--- src/rtl/ahb_apb_bridge_mp.sv ---
// AHB-to-APB bridge with a decoded one-hot select over NUM_SLV APB targets.
// APB wait states stretch HREADYOUT; slave errors become a two-cycle AHB ERROR.
module ahb_apb_bridge_mp #(
    parameter int ADDR_W  = 32,
    parameter int DATA_W  = 32,
    parameter int NUM_SLV = 4,
    parameter int SLV_LSB = 12,
    parameter int IDX_W   = 2
) (
    input  logic                      Hclk,
    input  logic                      Hrstn,
    input  logic                      Hsel_APB,
    input  logic [1:0]                Htrans,
    input  logic                      Hwrite,
    input  logic                      Hready_in,
    input  logic [ADDR_W-1:0]         Haddr,
    input  logic [DATA_W-1:0]         Hwdata,
    output logic                      Hready_out,
    output logic [1:0]                Hresp,
    output logic [DATA_W-1:0]         Hrdata,
    output logic [ADDR_W-1:0]         Paddr,
    output logic [DATA_W-1:0]         Pwdata,
    output logic                      Pwrite,
    output logic [NUM_SLV-1:0]        Pselx,
    output logic                      Penable,
    input  logic [NUM_SLV*DATA_W-1:0] Prdata,
    input  logic [NUM_SLV-1:0]        Pready,
    input  logic [NUM_SLV-1:0]        Pslverr
);

    typedef enum logic [2:0] {
        S_IDLE,
        S_WWAIT,
        S_SETUP,
        S_ACCESS,
        S_ERR1,
        S_ERR2
    } state_t;

    // NUM_SLV fits in IDX_W+1 bits because 2**IDX_W >= NUM_SLV.
    localparam logic [IDX_W:0] NUM_SLV_L = (IDX_W + 1)'(NUM_SLV);

    state_t              state_q, state_d;
    logic [ADDR_W-1:0]   paddr_q, paddr_d;
    logic [DATA_W-1:0]   pwdata_q, pwdata_d;
    logic                pwrite_q, pwrite_d;
    logic [IDX_W-1:0]    idx_q, idx_d;

    logic                valid;
    logic [IDX_W-1:0]    h_idx;
    logic                h_oor;
    logic                pready_sel;
    logic                pslverr_sel;
    logic [DATA_W-1:0]   prdata_sel;
    logic                done_ok;
    logic                accept_ok;
    logic                unused_htrans0;

    assign unused_htrans0 = Htrans[0];

    assign valid = Hsel_APB & Htrans[1] & Hready_in;
    assign h_idx = Haddr[SLV_LSB +: IDX_W];
    assign h_oor = ({1'b0, h_idx} >= NUM_SLV_L);

    // Mux the response of the currently addressed slave only.
    always_comb begin
        pready_sel  = 1'b0;
        pslverr_sel = 1'b0;
        prdata_sel  = '0;
        for (int i = 0; i < NUM_SLV; i++) begin
            if (idx_q == IDX_W'(i)) begin
                pready_sel  = Pready[i];
                pslverr_sel = Pslverr[i];
                prdata_sel  = Prdata[i*DATA_W +: DATA_W];
            end
        end
    end

    assign done_ok   = (state_q == S_ACCESS) & pready_sel & ~pslverr_sel;
    assign accept_ok = (state_q == S_IDLE) | (state_q == S_ERR2) | done_ok;

    // Next-state and next-register computation; acceptance overrides the
    // per-state transition when the bridge is ready for a new address phase.
    always_comb begin
        state_d  = state_q;
        paddr_d  = paddr_q;
        pwdata_d = pwdata_q;
        pwrite_d = pwrite_q;
        idx_d    = idx_q;
        case (state_q)
            S_WWAIT: begin
                pwdata_d = Hwdata;
                state_d  = S_SETUP;
            end
            S_SETUP:  state_d = S_ACCESS;
            S_ACCESS: begin
                if (pready_sel && pslverr_sel) begin
                    state_d = S_ERR1;
                end
            end
            S_ERR1:   state_d = S_ERR2;
            default:  state_d = state_q;
        endcase
        if (accept_ok) begin
            if (valid) begin
                paddr_d  = Haddr;
                pwrite_d = Hwrite;
                idx_d    = h_idx;
                if (h_oor) begin
                    state_d = S_ERR1;
                end else if (Hwrite) begin
                    state_d = S_WWAIT;
                end else begin
                    state_d = S_SETUP;
                end
            end else begin
                state_d = S_IDLE;
            end
        end
    end

    // State and APB-side registers; reset aborts any transfer in flight.
    always_ff @(posedge Hclk or negedge Hrstn) begin
        if (!Hrstn) begin
            state_q  <= S_IDLE;
            paddr_q  <= '0;
            pwdata_q <= '0;
            pwrite_q <= 1'b0;
            idx_q    <= '0;
        end else begin
            state_q  <= state_d;
            paddr_q  <= paddr_d;
            pwdata_q <= pwdata_d;
            pwrite_q <= pwrite_d;
            idx_q    <= idx_d;
        end
    end

    // One-hot select driven only while an APB access is in progress.
    always_comb begin
        Pselx = '0;
        for (int i = 0; i < NUM_SLV; i++) begin
            Pselx[i] = ((state_q == S_SETUP) || (state_q == S_ACCESS))
                       && (idx_q == IDX_W'(i));
        end
    end

    assign Penable    = (state_q == S_ACCESS);
    assign Paddr      = paddr_q;
    assign Pwdata     = pwdata_q;
    assign Pwrite     = pwrite_q;
    assign Hready_out = (state_q == S_IDLE) | (state_q == S_ERR2) | done_ok;
    assign Hresp      = ((state_q == S_ERR1) || (state_q == S_ERR2)) ? 2'b01
                                                                      : 2'b00;
    assign Hrdata     = (done_ok && !pwrite_q) ? prdata_sel : '0;

endmodule

--- config.mk ---
export PLATFORM = sky130hd
export DESIGN_NAME = ahb_apb_bridge_mp
export DESIGN_NICKNAME = d
export VERILOG_FILES = /design/src/rtl/ahb_apb_bridge_mp.sv
export SDC_FILE = /design/constraint.sdc
export NUM_CORES = 1
export LEC_CHECK = 0
export ABC_AREA = 0
export CAP_MARGIN = 20
export CORE_ASPECT_RATIO = 0.5
export CORE_MARGIN = 2
export CORE_UTILIZATION = 36
export CTS_CLUSTER_SIZE = 30
export DETAILED_ROUTE_END_ITERATION = 16
export HOLD_SLACK_MARGIN = 0.1
export PLACE_DENSITY = 0.86
export SETUP_SLACK_MARGIN = 0.4
export SLEW_MARGIN = 20
export SYNTH_ARGS = -nofsm -noshare
export SYNTH_HDL_FRONTEND = slang
export SYNTH_SLANG_ARGS = --single-unit
--- constraint.sdc ---
create_clock -name Hclk -period 4.3 [get_ports Hclk]
set_input_delay 0.43 -clock Hclk [delete_from_list [all_inputs] [get_ports Hclk]]
set_output_delay 0.43 -clock Hclk [all_outputs]
set_load 0.01 [all_outputs]
# After elaboration in Yosys (flattened, before gate mapping)
# Index checks and enable logic that the tools add are counted.
[op_classes]
bitwise = 7
n_reduce_logical = 14
n_eq_ne = 9
mux = 19
[ops]
columns = ["operator", "count"]
rows = [
  ["2-to-1 mux 32 bit", 5],
  ["case mux 3 bit (4 select lines)", 1],
  ["2-to-1 mux 1 bit", 9],
  ["2-to-1 mux 3 bit", 3],
  ["== test 3 x 2 -> 1 bit (second input constant)", 2],
  ["== test 3 bit (second input constant)", 2],
  ["logical AND 1 bit", 6],
  ["nonzero test 5 bit", 1],
  ["bitwise AND 1 bit", 4],
  ["== test 2 bit (second input constant)", 2],
  ["AND reduction 2 bit", 2],
  ["== test 3 x 1 -> 1 bit (second input constant)", 1],
  ["zero test 3 bit", 1],
  ["inequality test 3 x 2 -> 1 bit (second input constant)", 1],
  ["== test 2 x 1 -> 1 bit (second input constant)", 1],
  ["zero test 2 bit", 1],
  ["logical OR 1 bit", 2],
  ["2-to-1 mux 2 bit", 1],
  ["bitwise OR 1 bit", 2],
  ["zero test 1 bit", 1],
  ["inverter 1 bit", 1],
]
[word_totals]
in_bits = 207
register_bits = 70

# Depth between registers and ports, before layout
# Gate-level depths: netlist of the first run.
[depth]
ltp_word = 10
depth_mapped = 7
depth_no_buf = 5

# Least setup slack after synthesis of the first run
# No wires, ideal clock.
[synth_path]
path_kind = "register -> output"
startpoint = "register, netlist name Paddr[13]"
endpoint = "output Hrdata[10]"
stages_incl_launch_ff = 8
setup_slack_ps = 2068
t_arrival_ps = 1802
path_buffers = 2
required_time_ps = 3870
path_cell_list = "dfrtp_1 buf_6 or3b_1 o22ai_2 nand2_1 or2_1 buf_2 nor2b_1"
[synth_rtl]
columns = ["element", "line_no", "text"]
rows = [
  ["to (decl)", "20", "output logic [DATA_W-1:0] Hrdata,"],
]

==> flow_results.xml, run 1 <==
<?xml version="1.0" encoding="UTF-8"?>
<metrics>
  <group name="status">
    <metric name="outcome" unit="">finished, final reports clean</metric>
  </group>
  <group name="route">
    <metric name="detail_route.drc_violations" unit="">0</metric>
    <metric name="avgRoutedWirePerCell" unit="um">18.9</metric>
    <metric name="drt_pass1_iterations" unit="">6</metric>
    <metric name="detailroute.via_count" unit="">3443</metric>
    <metric name="routed_via_density" unit="">4.79</metric>
    <metric name="drt_wl_total" unit="mm">13.6</metric>
    <metric name="dr.first_iter.drc_count" unit="">90</metric>
    <metric name="antenna_left" unit="">0</metric>
  </group>
  <group name="timing">
    <metric name="min_period_over_period" unit="">0.826</metric>
    <metric name="worst_clock_skew" unit="ns">0.00543</metric>
    <metric name="worst_slew_pin_tran" unit="ns">0.757</metric>
    <metric name="timing_hold_violations_final" unit="">0</metric>
    <metric name="fmax" unit="MHz">282</metric>
    <metric name="grt_setup_unrepaired" unit="">false</metric>
    <metric name="finalWorstPathRequiredPeriod" unit="ns">3.55</metric>
    <metric name="headroom_to_the_max_slew_limit" unit="">0.496</metric>
    <metric name="setup_total_negative_slack" unit="ns">0</metric>
    <metric name="worst_hold_slack" unit="ns">0.122</metric>
    <metric name="timing_max_transition_violations_final" unit="">0</metric>
    <metric name="setup_viol_count_final" unit="">0</metric>
  </group>
  <group name="clock_tree">
    <metric name="cts-root-buf" unit="">clkbuf_16</metric>
    <metric name="clk_latency" unit="ns">0.33</metric>
    <metric name="htree_num_levels" unit="">3</metric>
    <metric name="hold_buffers" unit="">0</metric>
    <metric name="cts_resized" unit="">0</metric>
    <metric name="tritoncts" unit="">built</metric>
    <metric name="postCtsSetupRepairBufs" unit="">0</metric>
    <metric name="clk_pin_slew_worst_paths" unit="ns">0.06</metric>
    <metric name="tritoncts.num_buffers" unit="">9</metric>
    <metric name="max-clock-path-buffers" unit="">2</metric>
    <metric name="cts.sinks" unit="">68</metric>
  </group>
  <group name="global_route">
    <metric name="grt.total_usage" unit="">0.220</metric>
    <metric name="groute.layer.met3.usage" unit="">0.0436</metric>
    <metric name="grt_overflow" unit="">0</metric>
    <metric name="grtUsageMet2" unit="">0.408</metric>
    <metric name="gr-usage-met1" unit="">0.255</metric>
    <metric name="grt_start_max_net_pins" unit="">43</metric>
    <metric name="grt_pass1_vias" unit="">3684</metric>
    <metric name="global_route.peak_usage_layer" unit="">met2</metric>
    <metric name="grt_pass1_wl" unit="mm">20.2</metric>
    <metric name="number_of_antenna_violations_at_the_first_check_in_global_routing" unit="">0</metric>
  </group>
  <group name="die">
    <metric name="initial_utilization" unit="">0.365</metric>
    <metric name="io_pins" unit="">312</metric>
    <metric name="total_die_area" unit="um2">11900</metric>
    <metric name="die_y" unit="um">78.3</metric>
    <metric name="placeableCoreArea" unit="um2">10900</metric>
    <metric name="die_w" unit="um">153</metric>
    <metric name="placement_rows" unit="">27</metric>
  </group>
  <group name="yosys">
    <metric name="post_synth_instance_area" unit="um2">3980</metric>
    <metric name="post_synth_num_cell_types" unit="">40</metric>
    <metric name="synth_most_common_cell" unit="">dfrtp_1</metric>
    <metric name="netlist.top_cell.by_area" unit="">dfrtp_1</metric>
    <metric name="synth_seq_area_share" unit="">0.428</metric>
    <metric name="netlist_instances" unit="">266</metric>
    <metric name="yosysWarnings" unit="">0</metric>
    <metric name="synth.mux.area_fraction" unit="">0.404</metric>
    <metric name="synth.area.top_cells" unit="">dfrtp_1 (43%), mux4_2 (18%), mux2_4 (11%), mux2_2 (10%), nor2b_1 (5.5%)</metric>
    <metric name="post_synth_and_or_nand_nor_area_fraction" unit="">0.0973</metric>
    <metric name="postSynth.topFlopCell" unit="">dfrtp_1</metric>
    <metric name="yosys-top-cells-count" unit="">dfrtp_1 (68), mux2_2 (37), nor2b_1 (35)</metric>
    <metric name="synth_largest_type_area_fraction" unit="">0.428</metric>
    <metric name="synth-edff-count" unit="">0</metric>
    <metric name="post_synth_xor_area_fraction" unit="">0</metric>
    <metric name="syn_nets" unit="">473</metric>
    <metric name="post_synthesis_compound_gate_area_fraction" unit="">0.0264</metric>
    <metric name="largest_family_of_logic_cells_by_synthesized_area" unit="">multiplexers</metric>
    <metric name="ys_seq_elements" unit="">68</metric>
    <metric name="per_instance_average_area_after_synthesis" unit="um2">14.9</metric>
    <metric name="synth-async-reset-ratio" unit="">1.00</metric>
    <metric name="post_synth_fa_ha_maj_area_fraction" unit="">0</metric>
  </group>
  <group name="critical_path">
    <metric name="worstSetupEndpointType" unit="">output pin</metric>
    <metric name="arrival" unit="ns">3.12</metric>
    <metric name="timing.critical_path.slowest_cell_delay" unit="ns">0.61</metric>
    <metric name="timing.critical_path.required" unit="ns">3.87</metric>
    <metric name="rr_startpoint" unit="">Paddr[13]$_DFFE_PN0P_</metric>
    <metric name="cp_top_family" unit="">simple AND/OR/NAND/NOR gates</metric>
    <metric name="startpoint_type" unit="">register</metric>
    <metric name="crit_path_cell_trace" unit="">or3b_1, o22ai_2, nand2_1, or2_2, nor2b_1, clkdlybuf4s50_1</metric>
    <metric name="crit_slowest_cell" unit="">dfrtp_2</metric>
    <metric name="timing.critical_path.buf_inv" unit="">1</metric>
    <metric name="setup.worst_path.class" unit="">register to output pin</metric>
    <metric name="path_max_fanout" unit="">32</metric>
    <metric name="worstSetupStartpoint" unit="">Paddr[13]$_DFFE_PN0P_</metric>
  </group>
  <group name="power_and_ir_drop">
    <metric name="power.density" unit="nW/um2">595</metric>
    <metric name="cellLeakagePower" unit="nW">2.92</metric>
    <metric name="ir_worst_vdd" unit="mV">0.312</metric>
  </group>
  <group name="layout">
    <metric name="final.fill_count" unit="">801</metric>
    <metric name="final_layout_size_suffix_gt1_frac" unit="">0.223</metric>
    <metric name="flow.area_growth_from_synthesis" unit="%">88.0</metric>
    <metric name="antenna_cells" unit="">0</metric>
    <metric name="design.final.nets" unit="">776</metric>
    <metric name="finalInstanceArea" unit="um2">7470</metric>
  </group>
  <group name="placed_design">
    <metric name="globalplace.congestion" unit="">0.760</metric>
    <metric name="dpl_cell_area" unit="um2">7120</metric>
    <metric name="numPortBuffers" unit="">309</metric>
    <metric name="detailedPlacementHpwl" unit="mm">10.6</metric>
  </group>
  <group name="hold_path">
    <metric name="min-delay-path-class" unit="">primary input to async pin</metric>
  </group>
  <group name="job">
    <metric name="maxCapViolCount" unit="">0</metric>
  </group>
</metrics>
worst reg2reg max path, delay by kind of cell, from the launching register on:
| kind | cells | cell delay, ns |
|---|---|---|
| simple gates | 2 | 1.07 |
| flops | 1 | 0.61 |
| compound gates | 2 | 0.38 |
| mux | 1 | 0.41 |
flip-flops by register name, summed over array words and instances (netlist names):
register	cells
Pwdata	32
state_q	3
Pwrite	1
Paddr	32
path summary, 6_finish.rpt:
| check | to | slack (ns) | depth (start not counted) |
|---|---|---|---|
| setup / recovery | Hrdata[15] | 0.75 | 6 |
| hold / removal | Paddr[27]$_DFFE_PN0P_ | 0.12 | 1 |
| setup reg to reg | Paddr[0]$_DFFE_PN0P_ | 1.71 | 5 |
| hold reg to reg | Pwdata[10]$_DFFE_PN0N_ | 0.50 | 1 |
| max in group asynchronous | Pwdata[6]$_DFFE_PN0N_ | 3.18 | 2 |
| min in group Hclk | Pwdata[10]$_DFFE_PN0N_ | 0.50 | 1 |
layout make-up:
class,count,area (um2),share of cell area
sequential,68,1700,0.228
inverter,2,7.51,0.00100
clock buffer,10,239,0.0320
timing repair buffer,314,3130,0.418
multi-input combinational,174,2100,0.281
clock inverter,6,111,0.0149
tap,145,181,0.0243
cells by family (layout without fill, tap and decap cells):
| logic type | after synthesis | in the layout |
|---|---|---|
| buffers and inverters | 24 | 332 |
| and+or+nand+nor | 61 | 61 |
| muxes | 101 | 101 |
| AOI/OAI and AO/OA | 11 | 11 |
| other | 1 | 1 |
| DFF | 68 | 68 |
routing by layer:
layer / up-vias / share of wire
met5: - / 0
met4: 0 / 0.024
met3: 24 / 0.051
met2: 135 / 0.54
met1: 1693 / 0.38
li1: 1591 / -
layout by cell type (no fill, tap or decap), types with 2 or more instances in the layout:
master           instances
dfrtp_2                  2
clkbuf_16                9
nand2b_1                 2
nor2_1                   3
nor4b_1                  2
mux4_2                  32
mux2_2                  37
buf_4                    5
nand3_1                  2
mux2i_1                  2
nor3_1                   2
inv_1                    2
and2_1                   2
nor2b_1                 35
mux2_4                  30
clkdlybuf4s50_1        308
nand2_1                  4
dfrtp_1                 66
bufinv_16                3
o21ai_0                  2
per-stage QoR:
stage	cells	worst slack, ns	power [mW]	util
after floorplan	266	2.07	2.51	-
after global placement	703	0.881	3.54	0.655
after detailed placement	703	0.814	3.60	0.655
after CTS	719	0.548	4.49	0.687
after global routing	719	0.585	4.68	0.687
final	719	0.748	4.44	0.687
where the power goes:
part / internal (mW) / switching, mW
clock network: 0.582 / 0.272
registers: 0.968 / 0.252
logic: 1.54 / 0.824
total: 3.09 / 1.35
(Power assumes the default switching activity.)
==> run 2: changes to the inputs <==
--- a/config.mk
+++ b/config.mk
@@ -9,11 +9,11 @@
 export CAP_MARGIN = 20
 export CORE_ASPECT_RATIO = 0.5
 export CORE_MARGIN = 2
-export CORE_UTILIZATION = 36
+export CORE_UTILIZATION = 34
 export CTS_CLUSTER_SIZE = 30
 export DETAILED_ROUTE_END_ITERATION = 16
 export HOLD_SLACK_MARGIN = 0.1
-export PLACE_DENSITY = 0.86
+export PLACE_DENSITY = 0.82
 export SETUP_SLACK_MARGIN = 0.4
 export SLEW_MARGIN = 20
 export SYNTH_ARGS = -nofsm -noshare
==> constraint.sdc (replaced) <==
create_clock -name Hclk -period 3.65 [get_ports Hclk]
set_input_delay 0.365 -clock Hclk [delete_from_list [all_inputs] [get_ports Hclk]]
set_output_delay 0.365 -clock Hclk [all_outputs]
set_load 0.01 [all_outputs]
==> run 2 against run 1 <==
- routed wire length grew 1.7%
- core utilization shrank 2.0 points
- flip-flop and latch count unchanged
- final cell count is 2.4% higher
- critical endpoint is now Hrdata[6]
- largest cell class unchanged
- highest routed layer unchanged
==> flow_results.xml, run 2 (same netlist as run 1, synthesis figures left out) <==
<?xml version="1.0" encoding="UTF-8"?>
<metrics>
  <group name="status">
    <metric name="outcome" unit="">finished, final reports clean</metric>
  </group>
  <group name="global_route">
    <metric name="grt.total_usage" unit="">0.215</metric>
    <metric name="grt_pass1_vias" unit="">3762</metric>
    <metric name="grt_overflow" unit="">0</metric>
    <metric name="grt_start_max_net_pins" unit="">41</metric>
    <metric name="grt_pass1_wl" unit="mm">20.4</metric>
    <metric name="number_of_antenna_violations_at_the_first_check_in_global_routing" unit="">0</metric>
  </group>
  <group name="layout">
    <metric name="final.fill_count" unit="">860</metric>
    <metric name="mostFrequentLayoutCells" unit="">clkdlybuf4s50_1 (308), dfrtp_1 (65), mux2_2 (37)</metric>
    <metric name="layout.cells.most_common" unit="">clkdlybuf4s50_1</metric>
    <metric name="final_cell_count_without_fillers" unit="">736</metric>
    <metric name="design.final.nets" unit="">779</metric>
    <metric name="antenna_cells" unit="">0</metric>
    <metric name="final_layout_size_suffix_gt1_frac" unit="">0.222</metric>
    <metric name="flow.area_growth_from_synthesis" unit="%">87.5</metric>
  </group>
  <group name="timing">
    <metric name="headroom_to_the_max_slew_limit" unit="">0.411</metric>
    <metric name="timing_max_transition_violations_final" unit="">0</metric>
    <metric name="fmax" unit="MHz">318</metric>
    <metric name="finalWorstPathRequiredPeriod" unit="ns">3.14</metric>
    <metric name="setup_total_negative_slack" unit="ns">0</metric>
    <metric name="grt_setup_unrepaired" unit="">false</metric>
    <metric name="min_period_over_period" unit="">0.861</metric>
    <metric name="worst_hold_slack" unit="ns">0.158</metric>
    <metric name="worst_clock_skew" unit="ns">0.00368</metric>
    <metric name="timing_hold_violations_final" unit="">0</metric>
    <metric name="setup_viol_count_final" unit="">0</metric>
    <metric name="worst_slew_pin_tran" unit="ns">0.883</metric>
  </group>
  <group name="clock_tree">
    <metric name="cts.sinks" unit="">68</metric>
    <metric name="cts-root-buf" unit="">clkbuf_16</metric>
    <metric name="tritoncts.num_buffers" unit="">9</metric>
    <metric name="clk_latency" unit="ns">0.33</metric>
    <metric name="tritoncts" unit="">built</metric>
    <metric name="max-clock-path-buffers" unit="">2</metric>
    <metric name="htree_num_levels" unit="">3</metric>
    <metric name="clk_pin_slew_worst_paths" unit="ns">0.05</metric>
  </group>
  <group name="route">
    <metric name="detail_route.drc_violations" unit="">0</metric>
    <metric name="dr.first_iter.drc_count" unit="">84</metric>
    <metric name="antenna_left" unit="">0</metric>
    <metric name="routed_via_density" unit="">4.72</metric>
    <metric name="drt_wl_total" unit="mm">13.8</metric>
    <metric name="avgRoutedWirePerCell" unit="um">18.7</metric>
    <metric name="detailroute.via_count" unit="">3474</metric>
    <metric name="drt_pass1_iterations" unit="">4</metric>
  </group>
  <group name="die">
    <metric name="total_die_area" unit="um2">12600</metric>
    <metric name="die_y" unit="um">80.5</metric>
    <metric name="io_pins" unit="">312</metric>
    <metric name="die_w" unit="um">157</metric>
    <metric name="placeableCoreArea" unit="um2">11200</metric>
    <metric name="initial_utilization" unit="">0.355</metric>
    <metric name="placement_rows" unit="">27</metric>
  </group>
  <group name="critical_path">
    <metric name="arrival" unit="ns">2.78</metric>
    <metric name="setup.worst_path.class" unit="">register to output pin</metric>
    <metric name="timing.critical_path.required" unit="ns">3.28</metric>
    <metric name="worst_r2r_path_depth" unit="">6</metric>
    <metric name="worstSetupEndpointType" unit="">output pin</metric>
    <metric name="startpoint_type" unit="">register</metric>
    <metric name="path_max_fanout" unit="">32</metric>
  </group>
  <group name="power_and_ir_drop">
    <metric name="power.share.combinational" unit="">0.566</metric>
    <metric name="share_of_total_power_in_the_clock_network" unit="">0.161</metric>
    <metric name="cellLeakagePower" unit="nW">2.90</metric>
    <metric name="switching_share" unit="">0.309</metric>
    <metric name="internal-power" unit="mW">3.50</metric>
    <metric name="proportion_of_power_drawn_by_flip_flops_and_latches" unit="">0.273</metric>
    <metric name="power_switching" unit="mW">1.56</metric>
    <metric name="power.density" unit="nW/um2">679</metric>
    <metric name="ir_worst_vdd" unit="mV">0.515</metric>
  </group>
  <group name="placed_design">
    <metric name="detailedPlacementHpwl" unit="mm">11.0</metric>
    <metric name="placedCellCount" unit="">718</metric>
    <metric name="globalplace.congestion" unit="">0.808</metric>
    <metric name="numPortBuffers" unit="">309</metric>
  </group>
  <group name="hold_path">
    <metric name="min-delay-path-class" unit="">primary input to async pin</metric>
  </group>
  <group name="job">
    <metric name="maxCapViolCount" unit="">0</metric>
  </group>
</metrics>
run 2: cell types whose count changed in the layout (fill, tap and decap cells not counted), sizes merged:
cell	before	now
clkbuf	10	15
buf	6	9
bufinv	3	0
clkinv	2	1
clkinvlp	1	0
run 2: worst paths after layout:
| path | to | startpoint | slack, ns |
|---|---|---|---|
| max | Hrdata[6] | state_q[2]$_DFFE_PN0P_ | 0.51 |
| min | Paddr[28]$_DFFE_PN0P_ | Hrstn | 0.16 |
| max reg2reg | Paddr[1]$_DFFE_PN0P_ | state_q[2]$_DFFE_PN0P_ | 1.15 |
| min reg2reg | Pwdata[28]$_DFFE_PN0N_ | Pwdata[28]$_DFFE_PN0N_ | 0.50 |
| max in group asynchronous | Paddr[24]$_DFFE_PN0P_ | Hrstn | 2.56 |
| min in group Hclk | Pwdata[28]$_DFFE_PN0N_ | Pwdata[28]$_DFFE_PN0N_ | 0.50 |
run 2: per-stage QoR:
| stage | cell area, um2 | utilization | setup slack, ns | total power, mW |
|---|---|---|---|---|
| CTS | 7430 | 0.664 | 0.448 | 5.09 |
| finish | 7450 | 0.667 | 0.506 | 5.06 |
| global placement | 7150 | 0.639 | 0.677 | 4.18 |
| floorplan | 3980 | - | 1.48 | 2.95 |
| detailed placement | 7150 | 0.639 | 0.639 | 4.25 |
| global route | 7450 | 0.667 | 0.381 | 5.34 |
run 2: power by group through the flow:
| stage | Sequential (mW) | Combinational (mW) | Clock [mW] |
|---|---|---|---|
| after CTS | 1.38 | 2.87 | 0.830 |
| after global routing | 1.44 | 3.04 | 0.858 |
| final | 1.38 | 2.86 | 0.813 |
| after global placement | 1.36 | 2.81 | 0 |
| after detailed placement | 1.39 | 2.86 | 0 |
| after floorplan | 1.52 | 1.43 | 0 |
run 2: critical path: stages (launching register included):
cell             delay, ns
dfrtp_2               0.46
or3b_1                0.44
o22ai_4               0.20
nand2_1               0.11
or2_1                 0.24
buf_4                 0.25
nor2b_1               0.16
clkdlybuf4s50_1       0.58
run 2: final cells by class:
type	instances	area [um2]	share of cell area
clock buffers	15	278	0.0373
clock inverters	1	5.00	0.000671
inverters	2	7.51	0.00101
multi-input cells	174	2110	0.283
flip-flops and latches	68	1710	0.229
well taps	159	199	0.0267
repair buffers	317	3150	0.422
run 2: routing by layer:
layer | global-route usage | part of all wire
met5 | 0 | 0
met4 | 0.0624 | 0.015
met3 | 0.0507 | 0.058
met2 | 0.411 | 0.55
met1 | 0.239 | 0.37
run 2: repair_timing:
| item | 4_1_cts | 5_1_grt |
|---|---|---|
| resized for setup | 0 | 2 |
| buffers inserted | 0 | 2 |
| setup endpoints to repair | 0 | 32 |
| hold buffers | 0 | 0 |
